$ cat src/rtl/seqgen_pkg.sv
// Shared types for the sequence-job scheduler slice.
package seqgen_pkg;

  localparam int unsigned FP_W = 32;

  typedef struct packed {
    logic [FP_W-1:0] a1;
    logic [FP_W-1:0] d;
    logic [FP_W-1:0] n;
    logic [FP_W-1:0] saddr;
  } seq_job_t;

  typedef enum logic [1:0] {
    IDLE   = 2'd0,
    LAUNCH = 2'd1,
    RUN    = 2'd2,
    DRAIN  = 2'd3
  } sched_state_t;

endpackage

$ cat src/rtl/seq_job_fifo.sv
// Synchronous FIFO of job descriptors; clear beats push/pop, no full bypass.
module seq_job_fifo
  import seqgen_pkg::*;
#(
  parameter int unsigned DEPTH = 4,
  localparam int unsigned AW = $clog2(DEPTH)
)(
  input  logic          clk,
  input  logic          rst_n,
  input  logic          i_push,
  input  seq_job_t      i_data,
  input  logic          i_pop,
  input  logic          i_clear,
  output seq_job_t      o_data,
  output logic [AW:0]   o_level,
  output logic          o_full,
  output logic          o_empty
);

  seq_job_t        r_mem [DEPTH];
  logic [AW-1:0]   r_wptr;
  logic [AW-1:0]   r_rptr;
  logic [AW:0]     r_count;
  logic            w_do_push;
  logic            w_do_pop;

  assign o_full    = (r_count == (AW+1)'(DEPTH));
  assign o_empty   = (r_count == '0);
  assign o_level   = r_count;
  assign o_data    = r_mem[r_rptr];
  assign w_do_push = i_push && !o_full && !i_clear;
  assign w_do_pop  = i_pop && !o_empty && !i_clear;

  // Storage write; contents need no reset since the count gates reads.
  always_ff @(posedge clk) begin
    if (w_do_push) r_mem[r_wptr] <= i_data;
  end

  // Pointer and occupancy bookkeeping.
  always_ff @(posedge clk or negedge rst_n) begin
    if (!rst_n) begin
      r_wptr  <= '0;
      r_rptr  <= '0;
      r_count <= '0;
    end else if (i_clear) begin
      r_wptr  <= '0;
      r_rptr  <= '0;
      r_count <= '0;
    end else begin
      if (w_do_push) r_wptr <= r_wptr + 1'b1;
      if (w_do_pop)  r_rptr <= r_rptr + 1'b1;
      unique case ({w_do_push, w_do_pop})
        2'b10:   r_count <= r_count + 1'b1;
        2'b01:   r_count <= r_count - 1'b1;
        default: r_count <= r_count;
      endcase
    end
  end

endmodule

$ cat src/rtl/seq_job_scheduler.sv
// Queues arithmetic-sequence jobs and feeds them one at a time to the
// generator, with a per-job watchdog, inter-job gap and soft clear.
module seq_job_scheduler
  import seqgen_pkg::*;
#(
  parameter int unsigned DEPTH          = 4,
  parameter int unsigned GAP_CYCLES     = 2,
  parameter int unsigned TIMEOUT_CYCLES = 4096,
  parameter int unsigned CNT_W          = 16,
  localparam int unsigned LVL_W         = $clog2(DEPTH) + 1
)(
  input  logic              clk,
  input  logic              rst_n,
  input  logic              cmd_valid,
  output logic              cmd_ready,
  input  logic [FP_W-1:0]   cmd_a1,
  input  logic [FP_W-1:0]   cmd_d,
  input  logic [FP_W-1:0]   cmd_n,
  input  logic [FP_W-1:0]   cmd_saddr,
  input  logic              soft_clear,
  output logic              gen_activate,
  output logic [FP_W-1:0]   gen_a1,
  output logic [FP_W-1:0]   gen_d,
  output logic [FP_W-1:0]   gen_n,
  output logic [FP_W-1:0]   gen_saddr,
  input  logic              gen_done,
  output logic              busy,
  output logic              job_done,
  output logic              timeout_err,
  output logic [CNT_W-1:0]  jobs_completed,
  output logic [LVL_W-1:0]  fifo_level
);

  localparam int unsigned WD_W  = (TIMEOUT_CYCLES > 1) ? $clog2(TIMEOUT_CYCLES) : 1;
  localparam logic [WD_W-1:0] WD_LAST = WD_W'(TIMEOUT_CYCLES - 1);
  localparam int unsigned GAP_W = $clog2(GAP_CYCLES + 1);
  localparam logic [GAP_W-1:0] GAP_LAST = GAP_W'(GAP_CYCLES - 1);

  sched_state_t      r_state;
  sched_state_t      w_state_nxt;
  seq_job_t          w_head;
  seq_job_t          w_cmd;
  seq_job_t          r_cfg;
  logic              w_full;
  logic              w_empty;
  logic              w_push;
  logic              w_pop;
  logic              w_zero_len;
  logic              w_timeout;
  logic              w_gap_met;
  logic              w_retire;
  logic              w_wd_abort;
  logic [WD_W-1:0]   r_wdog;
  logic [GAP_W-1:0]  r_gap;
  logic              r_job_done;
  logic              r_timeout_err;
  logic [CNT_W-1:0]  r_jobs;

  assign w_cmd      = '{a1: cmd_a1, d: cmd_d, n: cmd_n, saddr: cmd_saddr};
  assign w_push     = cmd_valid && !w_full && !soft_clear;
  assign w_zero_len = (w_head.n == '0);
  assign w_timeout  = (TIMEOUT_CYCLES != 0) && (r_wdog == WD_LAST);
  assign w_gap_met  = (r_gap >= GAP_LAST);

  seq_job_fifo #(.DEPTH(DEPTH)) u_fifo (
    .clk     (clk),
    .rst_n   (rst_n),
    .i_push  (w_push),
    .i_data  (w_cmd),
    .i_pop   (w_pop),
    .i_clear (soft_clear),
    .o_data  (w_head),
    .o_level (fifo_level),
    .o_full  (w_full),
    .o_empty (w_empty)
  );

  // State register.
  always_ff @(posedge clk or negedge rst_n) begin
    if (!rst_n) r_state <= IDLE;
    else        r_state <= w_state_nxt;
  end

  // Next-state logic; soft_clear overrides any launch or retirement.
  always_comb begin
    w_state_nxt = r_state;
    unique case (r_state)
      IDLE:   if (!soft_clear && !w_empty && !w_zero_len) w_state_nxt = LAUNCH;
      LAUNCH: w_state_nxt = soft_clear ? DRAIN : RUN;
      RUN:    if (soft_clear || gen_done || w_timeout) w_state_nxt = DRAIN;
      DRAIN:  if (w_gap_met && !gen_done) w_state_nxt = IDLE;
      default: w_state_nxt = IDLE;
    endcase
  end

  // Output and control decode from the current state.
  always_comb begin
    cmd_ready    = !w_full;
    gen_activate = (r_state == RUN);
    busy         = (r_state != IDLE) || !w_empty;
    w_pop        = (r_state == IDLE) && !soft_clear && !w_empty;
    w_wd_abort   = (r_state == RUN) && !soft_clear && !gen_done && w_timeout;
    w_retire     = ((r_state == RUN) && !soft_clear && (gen_done || w_timeout))
                || (w_pop && w_zero_len);
  end

  // Job config, retirement pulses, watchdog and gap counters.
  always_ff @(posedge clk or negedge rst_n) begin
    if (!rst_n) begin
      r_cfg         <= '0;
      r_job_done    <= 1'b0;
      r_timeout_err <= 1'b0;
      r_jobs        <= '0;
      r_wdog        <= '0;
      r_gap         <= '0;
    end else begin
      if (w_pop) r_cfg <= w_head;
      r_job_done    <= w_retire;
      r_timeout_err <= w_wd_abort;
      if (w_retire) r_jobs <= r_jobs + 1'b1;
      if (r_state == RUN) r_wdog <= r_wdog + 1'b1;
      else                r_wdog <= '0;
      if (r_state == DRAIN) begin
        if (!w_gap_met) r_gap <= r_gap + 1'b1;
      end else begin
        r_gap <= '0;
      end
    end
  end

  assign gen_a1         = r_cfg.a1;
  assign gen_d          = r_cfg.d;
  assign gen_n          = r_cfg.n;
  assign gen_saddr      = r_cfg.saddr;
  assign job_done       = r_job_done;
  assign timeout_err    = r_timeout_err;
  assign jobs_completed = r_jobs;

endmodule

$ cat config.mk
export PLATFORM = sky130hd
export DESIGN_NAME = seq_job_scheduler
export DESIGN_NICKNAME = d
export VERILOG_FILES = /design/src/rtl/seqgen_pkg.sv /design/src/rtl/seq_job_fifo.sv /design/src/rtl/seq_job_scheduler.sv
export SDC_FILE = /design/constraint.sdc
export NUM_CORES = 1
export LEC_CHECK = 0
export ABC_AREA = 1
export BUFFER_PORTS_ARGS = -buffer_cell sky130_fd_sc_hd__buf_2
export CAP_MARGIN = 20
export CORE_MARGIN = 1.5
export CORE_UTILIZATION = 50
export DETAILED_ROUTE_END_ITERATION = 16
export PLACE_DENSITY = 0.7
export SLEW_MARGIN = 20
export SYNTH_ARGS = -nofsm -noshare
export SYNTH_HDL_FRONTEND = slang
export SYNTH_SLANG_ARGS = --single-unit
$ cat constraint.sdc
create_clock -name clk -period 11.01 [get_ports clk]
set_clock_uncertainty 0.2 [all_clocks]
set_input_delay 0.5505 -clock clk [delete_from_list [all_inputs] [get_ports clk]]
set_output_delay 0.5505 -clock clk [all_outputs]
set_load 0.005 [all_outputs]
==> results.txt <==
status: finished, final reports clean
Tot Pwr: 7391 µW
HPWL after DPL: 34.41 mm
CP most frequent cell: nand2_1
grt ovf: 0
CTS Hold Bufs: 131
Synth Net Count: 2270
placed instance area: 0.02796 mm²
Crit path arrival time: 4010 ps
Port Buf Inserts: 284
synth warn: 0
asr flop ratio synth: 0.2482
CP top delay family: simple AND/OR/NAND/NOR gates
RePlAce Congestion: 0.8752
clock root buffer: clkbuf_16
CTS max path bufs: 3
initial DRC count: 1551
GRT Total Usage: 0.2341
num rows: 83
Cell Chain, Critical Path: inv_4 > buf_4 > nand3_1 > nand2_1 > nand2_1 > nor2_1 > nand2_1 > nor2_2 > nand3_2 > nand2_4 > inv_1 > nand2_1 > nand2_1
Area Growth Syn to Fin: 21.86%
final hold vios: 0
crit start category: flop
critical path's slowest cell: dfrtp_4
post-synthesis cell type count: 30
drt wl/cell: 19.02 µm
I/O Pins: 285
Antenna Nets Post-Route: 0
Syn Area/Cell: 12.23 µm²
Worst Path Buf+Inv: 3
Place WS: 7286 ps
CTS tree: yes
HP Class: input pin to flop
slew at the pin closest to its max-slew limit: 1075 ps
P per Cell Area: 233.6 mW/mm²
Clock Sinks: 681
sequential-to-total area share from yosys stat: 0.7549
CP Max Fanout: 57
synthesized-area fraction occupied by adder cells: 0.006552
initial core utilization: 0.5062
mux cell area share after synthesis: 0
Chip Width: 230.9 µm
Max Fclk: 268.5 MHz
WL final: 62.01 mm
crit share post-route: 0.3383
largest family of logic cells by synthesized area: simple AND/OR/NAND/NOR gates
Max-slew headroom: 0.2833
design area: 0.03165 mm²
CTS Buf Count: 70
largest net degree at the start of global routing: 161
1st-pass router iterations: 7
P_leak: 0.01206 µW
fraction of final layout cells sized beyond drive strength 1: 0.1626
crit path time final: 3724 ps
max_cap viols: 0
Syn Std Cell Area: 0.02597 mm²
#FFs+latches synth: 681
clk slew on worst S/H paths: 60 ps
WS Path Type: flop to flop
# Post-CTS Setup Buffers: 0
core area: 0.05130 mm²
via count: 17558
vias in the first global route: 17148
flop-to-flop setup slack: 7290 ps
fin nets: 2659
cts repair resizes: 0
Crit. End Element: flop
unrepaired setup endpoints after global routing: false
clk_lat worst skew: 610 ps
antenna violations before repair: 12
hold slack final: 139.9 ps
H-Tree Depth: 3
final setup TNS: 0 ps
Post-route DRC: 0
Vias/cell: 5.386
Mapped Cells: 2124
Post-synth EDFFs: 512
Post-Synth Simple-Gate Area: 0.1376
worst vdd ir: 0.1447 mV
CP peak stage delay: 780 ps
first-pass GRT wire length: 96.20 mm
Setup violations, final: 0
Worst Slack Setup Final: 7286 ps
die height: 230.9 µm
die footprint: 0.05332 mm²
max-slew violations: 0
Compound-Gate Fraction of Synth Area: 0.07256
prevailing post-synth register cell: edfxtp_1
Critical Path RT: 11290 ps
area share of xor/xnor cells in the synthesized design: 0.003710
[tightest hold or removal path: stages]
cell and delay, ps:
buf_2 140, nor2_1 80, nand2_1 50, o21ai_0 70
[per-layer routing]
layer	GRT usage	part of all wire
met5	0	0.00079
met4	0.07945	0.025
met3	0.04669	0.071
met2	0.3778	0.48
met1	0.3192	0.42
[sequential cells by signal (all words and copies together) (netlist names)]
signal / cells
r_state: 2
r_wdog: 12
gen_saddr: 32
gen_a1: 32
u_fifo.o_level: 3
jobs_completed: 16
timeout_err: 1
r_gap: 2
u_fifo.r_mem: 512
u_fifo.r_rptr: 2
gen_n: 32
u_fifo.r_wptr: 2
job_done: 1
gen_d: 32
[power by group]
| group | internal, µW | switching [µW] |
|---|---|---|
| combinational | 583 | 1030 |
| clock | 1420 | 959 |
| sequential | 3140 | 253 |
[worst paths after layout]
check / start / to / depth (start not counted)
max in group asynchronous: rst_n / u_fifo.r_rptr[0]$_DFFE_PN0P_ / 3
setup / recovery: u_fifo.r_rptr[1]$_DFFE_PN0P_ / jobs_completed[7]$_DFFE_PN0P_ / 13
min in group asynchronous: rst_n / gen_n[21]$_DFFE_PN0P_ / 2
hold / removal: soft_clear / u_fifo.r_rptr[0]$_DFFE_PN0P_ / 4
hold reg to reg: r_wdog[0]$_DFF_PN0_ / r_wdog[0]$_DFF_PN0_ / 1
setup reg to reg: u_fifo.r_rptr[1]$_DFFE_PN0P_ / jobs_completed[7]$_DFFE_PN0P_ / 13
[metrics by stage]
step                cells    util
floorplan            2124       -
global placement     2990  0.5450
detailed placement   2990  0.5451
CTS                  3250  0.6161
global route         3256  0.6167
finish               3260  0.6169
[cells in the mapped netlist (all sizes together), types with 3 or more instances]
master  number  area share
dfrtp      169        0.16
nor2       512       0.074
o21ai      245       0.047
inv         41      0.0059
a21oi       10      0.0019
ha          12      0.0058
a31oi       96       0.023
nor4         3     0.00072
xor2         9      0.0030
edfxtp     512        0.59
nand3       91       0.018
nor3        13      0.0027
clkbuf      86       0.012
nand2      287       0.042
buf         30      0.0060
[cells in the final DEF (no fill, tap or decap), drive strengths merged, types with 2 or more instances in the layout]
master,count
a21oi,10
a31oi,96
buf,301
bufinv,5
clkbuf,106
clkinv,14
clkinvlp,4
dfrtp,169
diode,10
dlygate4sd3,131
edfxtp,512
ha,12
inv,44
nand2,287
nand3,91
nor2,512
nor3,13
nor4,3
o21ai,245
xnor2,2
xor2,9
[area by class of cell]
type / count / area (µm²)
Multi-Input combinational cell: 1284 / 5758
Timing Repair Buffer: 433 / 2892
Inverter: 43 / 176.4
Fill cell: 3895 / 19660
Clock buffer: 105 / 2068
Sequential cell: 681 / 19610
Antenna cell: 10 / 25.02
Clock inverter: 24 / 265.3
Tap cell: 680 / 850.8
[kinds of logic after synthesis]
logic type / count (synthesis)
AO/OA/AOI/OAI: 352
XOR/XNOR: 11
adder cells (fa/ha/maj): 13
buffers and inverters: 159
flip-flops: 681
AND/OR/NAND/NOR: 908
Note: power is estimated with default switching activity, not from simulation.
